`config.mk`:
```
export PLATFORM = sky130hd
export DESIGN_NAME = sr_capture
export DESIGN_NICKNAME = d
export VERILOG_FILES = /design/src/rtl/sr_capture_pkg.sv /design/src/rtl/sr_edge_sync.sv /design/src/rtl/sr_capture.sv
export SDC_FILE = /design/constraint.sdc
export NUM_CORES = 1
export LEC_CHECK = 0
export ABC_CLOCK_PERIOD_IN_PS = 2400
export BUFFER_PORTS_ARGS = -buffer_cell sky130_fd_sc_hd__buf_4
export CAP_MARGIN = 20
export CORE_MARGIN = 2
export CORE_UTILIZATION = 45
export CTS_CLUSTER_SIZE = 14
export DETAILED_ROUTE_END_ITERATION = 10
export MAX_ROUTING_LAYER = met4
export PLACE_DENSITY = 0.72
export SLEW_MARGIN = 10
export SYNTH_ARGS = -nofsm -noshare
export SYNTH_HDL_FRONTEND = slang
export SYNTH_SLANG_ARGS = --single-unit
```
`constraint.sdc`:
```
create_clock -name clock -period 2.4 [get_ports clock]
set_input_delay 0.24 -clock clock [delete_from_list [all_inputs] [get_ports clock]]
set_output_delay 0.24 -clock clock [all_outputs]
set_load 0.01 [all_outputs]
```
`src/rtl/sr_capture_pkg.sv`:
```
// Shared types and constants for the SR readback capture block.
package sr_capture_pkg;

   typedef enum logic [1:0] {
      ST_IDLE,
      ST_CAPTURE,
      ST_HEADER,
      ST_DATA
   } state_t;

   localparam logic [7:0] HEADER_MARKER = 8'hA5;
   localparam int BIT_CNT_W  = 16;
   localparam int ERR_CNT_W  = 8;
   localparam int WORD_IDX_W = 5;

   // Slot of each SR input in the synchronizer array
   localparam int NUM_SR  = 4;
   localparam int SR_CK1  = 0;
   localparam int SR_CK2  = 1;
   localparam int SR_LD   = 2;
   localparam int SR_SOUT = 3;

   typedef struct packed {
      logic [7:0]           marker;
      logic [ERR_CNT_W-1:0] err_cnt;
      logic [BIT_CNT_W-1:0] bit_cnt;
   } header_t;

endpackage

```
`src/rtl/sr_edge_sync.sv`:
```
// Multi-flop synchronizer for one asynchronous SR line, followed by an edge
// flop that yields single-cycle rise/fall pulses aligned with the synced level.
module sr_edge_sync #(
   parameter int SYNC_STAGES = 2
) (
   input  logic clock,
   input  logic reset,
   input  logic din,
   output logic level,
   output logic rise,
   output logic fall
);

   logic [SYNC_STAGES-1:0] sync_q;
   logic                   edge_q;

   always_ff @(posedge clock) begin
      if (reset) begin
         sync_q <= '0;
         edge_q <= 1'b0;
      end else begin
         sync_q <= {sync_q[SYNC_STAGES-2:0], din};
         edge_q <= sync_q[SYNC_STAGES-1];
      end
   end

   assign level = sync_q[SYNC_STAGES-1];
   assign rise  = level & ~edge_q;
   assign fall  = ~level & edge_q;

endmodule

```
`src/rtl/sr_capture.sv`:
```
// Captures one SR readback frame (bits shifted on ck2 falls) and streams a
// header word plus CAPTURE_WORDS data words into a FIFO, oldest data first.
module sr_capture
   import sr_capture_pkg::*;
#(
   parameter int DATA_WIDTH    = 64,
   parameter int CAPTURE_WORDS = 1,
   parameter int SYNC_STAGES   = 2
) (
   input  logic                  clock,
   input  logic                  reset,
   input  logic                  enable,
   input  logic                  sr_ck1,
   input  logic                  sr_ck2,
   input  logic                  sr_ld,
   input  logic                  sr_sout,
   output logic [DATA_WIDTH-1:0] data_out_fifo_data,
   input  logic                  data_out_fifo_full,
   output logic                  data_out_fifo_clock,
   output logic                  data_out_fifo_wr_en,
   output logic                  busy,
   output logic                  overflow
);

   localparam int N = DATA_WIDTH * CAPTURE_WORDS;

   logic [NUM_SR-1:0] sr_in, sr_lvl, sr_rise, sr_fall;

   assign sr_in = {sr_sout, sr_ld, sr_ck2, sr_ck1};

   for (genvar i = 0; i < NUM_SR; i++) begin : g_sync
      sr_edge_sync #(.SYNC_STAGES(SYNC_STAGES)) u_sync (
         .clock (clock),
         .reset (reset),
         .din   (sr_in[i]),
         .level (sr_lvl[i]),
         .rise  (sr_rise[i]),
         .fall  (sr_fall[i])
      );
   end

   logic ck1_fall, ck2_fall, ld_rise, sout;
   assign ck1_fall = sr_fall[SR_CK1];
   assign ck2_fall = sr_fall[SR_CK2];
   assign ld_rise  = sr_rise[SR_LD];
   assign sout     = sr_lvl[SR_SOUT];

   logic unused_sr;
   assign unused_sr = ^{sr_rise[SR_CK1], sr_rise[SR_CK2], sr_fall[SR_LD],
                        sr_rise[SR_SOUT], sr_fall[SR_SOUT],
                        sr_lvl[SR_CK1], sr_lvl[SR_CK2], sr_lvl[SR_LD]};

   state_t                 state;
   logic [N-1:0]           shreg;
   logic [BIT_CNT_W-1:0]   bit_cnt;
   logic [ERR_CNT_W-1:0]   err_cnt;
   logic                   ref_bit;
   logic [WORD_IDX_W-1:0]  word_idx;
   logic [DATA_WIDTH-1:0]  hdr_word;
   logic                   mism;

   assign mism = (sout != ref_bit);

   always_comb begin
      hdr_word       = '0;
      hdr_word[31:0] = header_t'{HEADER_MARKER, err_cnt, bit_cnt};
   end

   always_ff @(posedge clock) begin
      if (reset) begin
         state               <= ST_IDLE;
         shreg               <= '0;
         bit_cnt             <= '0;
         err_cnt             <= '0;
         ref_bit             <= 1'b0;
         word_idx            <= '0;
         data_out_fifo_data  <= '0;
         data_out_fifo_wr_en <= 1'b0;
         overflow            <= 1'b0;
      end else begin
         data_out_fifo_wr_en <= 1'b0;
         // Nonblocking update: a coincident ck2 fall still compares against the old reference
         if (ck1_fall) ref_bit <= sout;
         case (state)
            ST_IDLE: begin
               shreg   <= '0;
               bit_cnt <= '0;
               err_cnt <= '0;
               if (ck2_fall && enable) begin
                  state   <= ST_CAPTURE;
                  shreg   <= N'(sout);
                  bit_cnt <= BIT_CNT_W'(1);
                  err_cnt <= ERR_CNT_W'(mism);
               end
            end
            ST_CAPTURE: begin
               if (ck2_fall) begin
                  shreg <= {shreg[N-2:0], sout};
                  if (bit_cnt != '1) bit_cnt <= bit_cnt + BIT_CNT_W'(1);
                  if (mism && err_cnt != '1) err_cnt <= err_cnt + ERR_CNT_W'(1);
               end
               if (ld_rise) state <= ST_HEADER;
            end
            ST_HEADER: begin
               if (!data_out_fifo_full) begin
                  data_out_fifo_data  <= hdr_word;
                  data_out_fifo_wr_en <= 1'b1;
                  word_idx            <= '0;
                  state               <= ST_DATA;
               end
            end
            ST_DATA: begin
               // Oldest word sits at the top; shift it out one word per write
               if (!data_out_fifo_full) begin
                  data_out_fifo_data  <= shreg[N-1 -: DATA_WIDTH];
                  data_out_fifo_wr_en <= 1'b1;
                  shreg               <= shreg << DATA_WIDTH;
                  word_idx            <= word_idx + WORD_IDX_W'(1);
                  if (word_idx == WORD_IDX_W'(CAPTURE_WORDS - 1)) state <= ST_IDLE;
               end
            end
            default: state <= ST_IDLE;
         endcase
         if (ck2_fall && (state == ST_HEADER || state == ST_DATA)) overflow <= 1'b1;
      end
   end

   assign busy                = (state != ST_IDLE);
   assign data_out_fifo_clock = clock;

endmodule

```
==> results.tsv <==
stage	metric	value	unit
logic_synthesis	seq_area_frac_synth	50.0	%
pwr	power.density	839	mW/mm^2
placement	numPlacedInstances	1017	
critical_path	cpLargestDelayFamily	compound AO/OA/AOI/OAI gates	
routing	first_pass_iters	5	
critical_path	critPathRequiredTime	2850	ps
sta	worst_slew_pin_slew	630	ps
cells_and_area	most_frequent_standard_cell_in_the_layout_excluding_fill_and_tap_cells	sky130_fd_sc_hd__dfxtp_1	
cells_and_area	stdcell_count	1056	
critical_path	cp_common_cell	sky130_fd_sc_hd__a21oi_1	
grt	vias_in_the_first_global_route	5413	
placement	buffer_ports.inserted	75	
critical_path	cp.arrival	2560	ps
sta	timing.slew.headroom	58.0	%
placement	place.detailed.hpwl	9670	um
cells_and_area	layout-drive-gt1-share	16.6	%
grt	grt_first_pass_wirelength	26000	um
sta	fin_crit_sh	87.9	%
logic_synthesis	mappedNetlistArea	0.00693	mm^2
sta	grt_setup_unrepaired	false	
outcome	run_status	finished, final reports clean	
clocking	clock_transition_at_the_registers_of_the_reported_paths	70	ps
clocking	post_cts.resized_instances	0	
critical_path	crit_chain	inv_1, ha_2, and3b_1, a21oi_2, a21oi_1, a21oi_1, a311oi_1	
sta	worst_clock_skew	6.23	ps
grt	grt_start_max_net_pins	114	
routing	antenna_violating_nets_post_route	0	
cells_and_area	diodes	0	
grt	initial_antenna_violation_count	0	
critical_path	timing.critical_path.fanout_max	8	
die	floorplan.die.width	128	um
logic_synthesis	netlist_instances	803	
sta	report.final.slew_viol_count	0	
cells_and_area	finish.net_count	873	
cells_and_area	layout.core_utilization	55.1	%
grt	use_met2	29.8	%
clocking	worst_skew_pair.late_latency	540	ps
sta	setup_violations	0	
flow_run	number_of_maximum_capacitance_violations	0	
logic_synthesis	synthesis.nets	821	
logic_synthesis	yosys_register_bits	173	
logic_synthesis	count_of_flip_flops_with_a_built_in_enable_after_synthesis	0	
clocking	cts_tree	yes	
routing	number_of_vias_in_the_routed_layout	5841	
grt	grt_overflow_total	0	
die	num_io_pins	76	
die	die_area	0.0164	mm^2
die	initial_core_utilization	45.7	%
routing	drc_errors	0	
sta	max_freq	0.474	GHz
critical_path	critical_path_buf_inv_count	1	
grt	globalRouteMet1Util	26.4	%
pwr	worst_ir_drop_vdd	579	uV
sta	setup_total_negative_slack	0	ps
critical_path	worst_setup_path_category	reg -> reg	
critical_path	worst_path_max_delay_cell	sky130_fd_sc_hd__a21oi_1	
grt	track_usage	20.2	%
sta	min_clock_period_post_route	2110	ps
routing	drt_first_iter_violations	485	
critical_path	ff2ff_setup_slack	290	ps
die	dieHeight	128	um
critical_path	endpoint_class_of_the_critical_path	flop	
die	std_cell_rows	45	
logic_synthesis	synth_warn	0	
cells_and_area	layout_common_cells	sky130_fd_sc_hd__dfxtp_1 (173), sky130_fd_sc_hd__nor2_1 (91), sky130_fd_sc_hd__nand2_1 (89), sky130_fd_sc_hd__buf_4 (89), sky130_fd_sc_hd__a21oi_1 (85)	
cells_and_area	syn_to_final_growth	20.4	%
pwr	cellLeakagePower	2.94	nW
critical_path	max_stage_delay	480	ps
sta	timing.hold.ws	85.4	ps
logic_synthesis	synth.lib_cells_used.distinct	53	
logic_synthesis	yosys-top-cells-area	sky130_fd_sc_hd__dfxtp_1 (50%), sky130_fd_sc_hd__a21oi_1 (6.1%), sky130_fd_sc_hd__nand3_1 (5.4%), sky130_fd_sc_hd__nor2_1 (5.0%), sky130_fd_sc_hd__nand2_1 (4.8%)	
routing	detail_route.wl_per_cell	14.8	um
logic_synthesis	proportion_of_synthesized_flip_flops_having_asynchronous_set_or_reset	0	%
grt	groute.layer.met3.usage	4.80	%
grt	grt.busiest_layer	met2	
logic_synthesis	dominantRegCellSynth	sky130_fd_sc_hd__dfxtp_1	
logic_synthesis	synth_largest_type_area_fraction	50.0	%
sta	timing_hold_violations_final	0	
die	core_region_area	0.0151	mm^2
logic_synthesis	synthesis.area_per_instance	8.63	um^2
placement	finalWeightedCongestion	0.884	
cells_and_area	fillCellCount	1380	
worst_hold_path	hp-class	in -> reg	
critical_path	critPathLaunchType	flop	
routing	vias_per_cell	5.53	
logic_synthesis	synth_top_cell_by_area	sky130_fd_sc_hd__dfxtp_1	
routing	postRouteWirelength	15600	um
==> synthesized netlist by cell type, types with 2 or more instances <==
master and n:
sky130_fd_sc_hd__nor2b_1 13, sky130_fd_sc_hd__a311oi_1 5, sky130_fd_sc_hd__a211oi_1 28, sky130_fd_sc_hd__o21ai_0 6, sky130_fd_sc_hd__buf_4 2, sky130_fd_sc_hd__and2_1 2, sky130_fd_sc_hd__nor3b_1 5, sky130_fd_sc_hd__o21a_1 2
sky130_fd_sc_hd__inv_1 10, sky130_fd_sc_hd__o21ai_1 4, sky130_fd_sc_hd__buf_2 14, sky130_fd_sc_hd__ha_1 10, sky130_fd_sc_hd__nand4_1 8, sky130_fd_sc_hd__nor2_1 92, sky130_fd_sc_hd__o31a_1 2, sky130_fd_sc_hd__a22oi_1 37
sky130_fd_sc_hd__nand3b_1 2, sky130_fd_sc_hd__or3_1 2, sky130_fd_sc_hd__o32ai_1 2, sky130_fd_sc_hd__buf_1 10, sky130_fd_sc_hd__a21o_1 4, sky130_fd_sc_hd__nor3_1 8, sky130_fd_sc_hd__a21oi_2 2, sky130_fd_sc_hd__dfxtp_1 173
sky130_fd_sc_hd__o211ai_1 2, sky130_fd_sc_hd__nand2_1 89, sky130_fd_sc_hd__clkbuf_1 41, sky130_fd_sc_hd__a31oi_1 6, sky130_fd_sc_hd__xor2_1 4, sky130_fd_sc_hd__nand3_1 75, sky130_fd_sc_hd__mux2i_1 28, sky130_fd_sc_hd__a21oi_1 85
sky130_fd_sc_hd__nand2b_1 8, sky130_fd_sc_hd__a41oi_1 3
==> flip-flops by register name, summed over array words and instances, names as in the netlist <==
| signal | flops |
|---|---|
| bit_cnt | 16 |
| data_out_fifo_data | 64 |
| data_out_fifo_wr_en | 1 |
| err_cnt | 8 |
| g_sync.u_sync.edge_q | 3 |
| g_sync.u_sync.sync_q | 8 |
| overflow | 1 |
| ref_bit | 1 |
| shreg | 64 |
| state | 2 |
| word_idx | 5 |
==> report_power, final <==
part           total, mW  internal (mW)  leakage (nW)  switching, mW
Clock               2.91           1.68         0.323           1.23
Sequential          3.01           2.94          1.40         0.0620
Combinational       1.08          0.339          1.23          0.744
Total               7.00           4.96          2.94           2.04
==> cells by family (layout without fill, tap and decap cells) <==
kind of cell    after synthesis  count (layout)  share of synthesized area [%]
simple gates                315             315                           21.0
compound gates              195             195                           18.1
fa+ha+maj                    10              10                           1.81
mux                          28              28                           4.04
flops                       173             173                           50.0
xor+xnor                      4               4                          0.506
buf+inv                      78             143                           4.59
==> metal layers <==
| layer | up-vias | wire length, um |
|---|---|---|
| li1 | 2949 | - |
| met1 | 2709 | 7500 |
| met2 | 152 | 7090 |
| met3 | 31 | 721 |
| met4 | 0 | 306 |
| met5 | - | 0 |
==> tightest hold or removal path: stages <==
cell and delay, ps:
sky130_fd_sc_hd__buf_4 160, sky130_fd_sc_hd__nor3b_1 70, sky130_fd_sc_hd__nor3_1 110
==> area by class of cell <==
cell class,count,area (um^2),share of cell area [%]
inverters,11,41.3,0.495
well taps,188,235,2.82
repair buffers,96,781,9.36
clock buffers,21,508,6.09
flip-flops and latches,173,3460,41.5
multi-input cells,552,3180,38.1
clock inverters,15,138,1.65
==> final timing paths <==
check	start	end	cells past startpoint
setup / recovery	state[1]	bit_cnt[0]	7
hold / removal	data_out_fifo_full	data_out_fifo_data[26]	3
setup reg to reg	state[1]	bit_cnt[0]	7
hold reg to reg	g_sync[2].u_sync.sync_q[0]	g_sync[2].u_sync.sync_q[1]	1
==> repair_timing <==
item / 4_1_cts / 5_1_grt
hold buffers: 4 / 0
buffers inserted: 0 / 0
hold endpoints to repair: 4 / 0
==> stage by stage <==
stage	cell area (um^2)	power [mW]	setup slack, ps
2_1_floorplan	6930	3.80	517
3_3_place_gp	7660	4.18	363
3_5_place_dp	7660	4.18	310
4_1_cts	8340	7.06	286
5_1_grt	8340	7.30	65.0
6_report	8340	7.00	289
No activity file was read; power rests on OpenSTA's default activity.
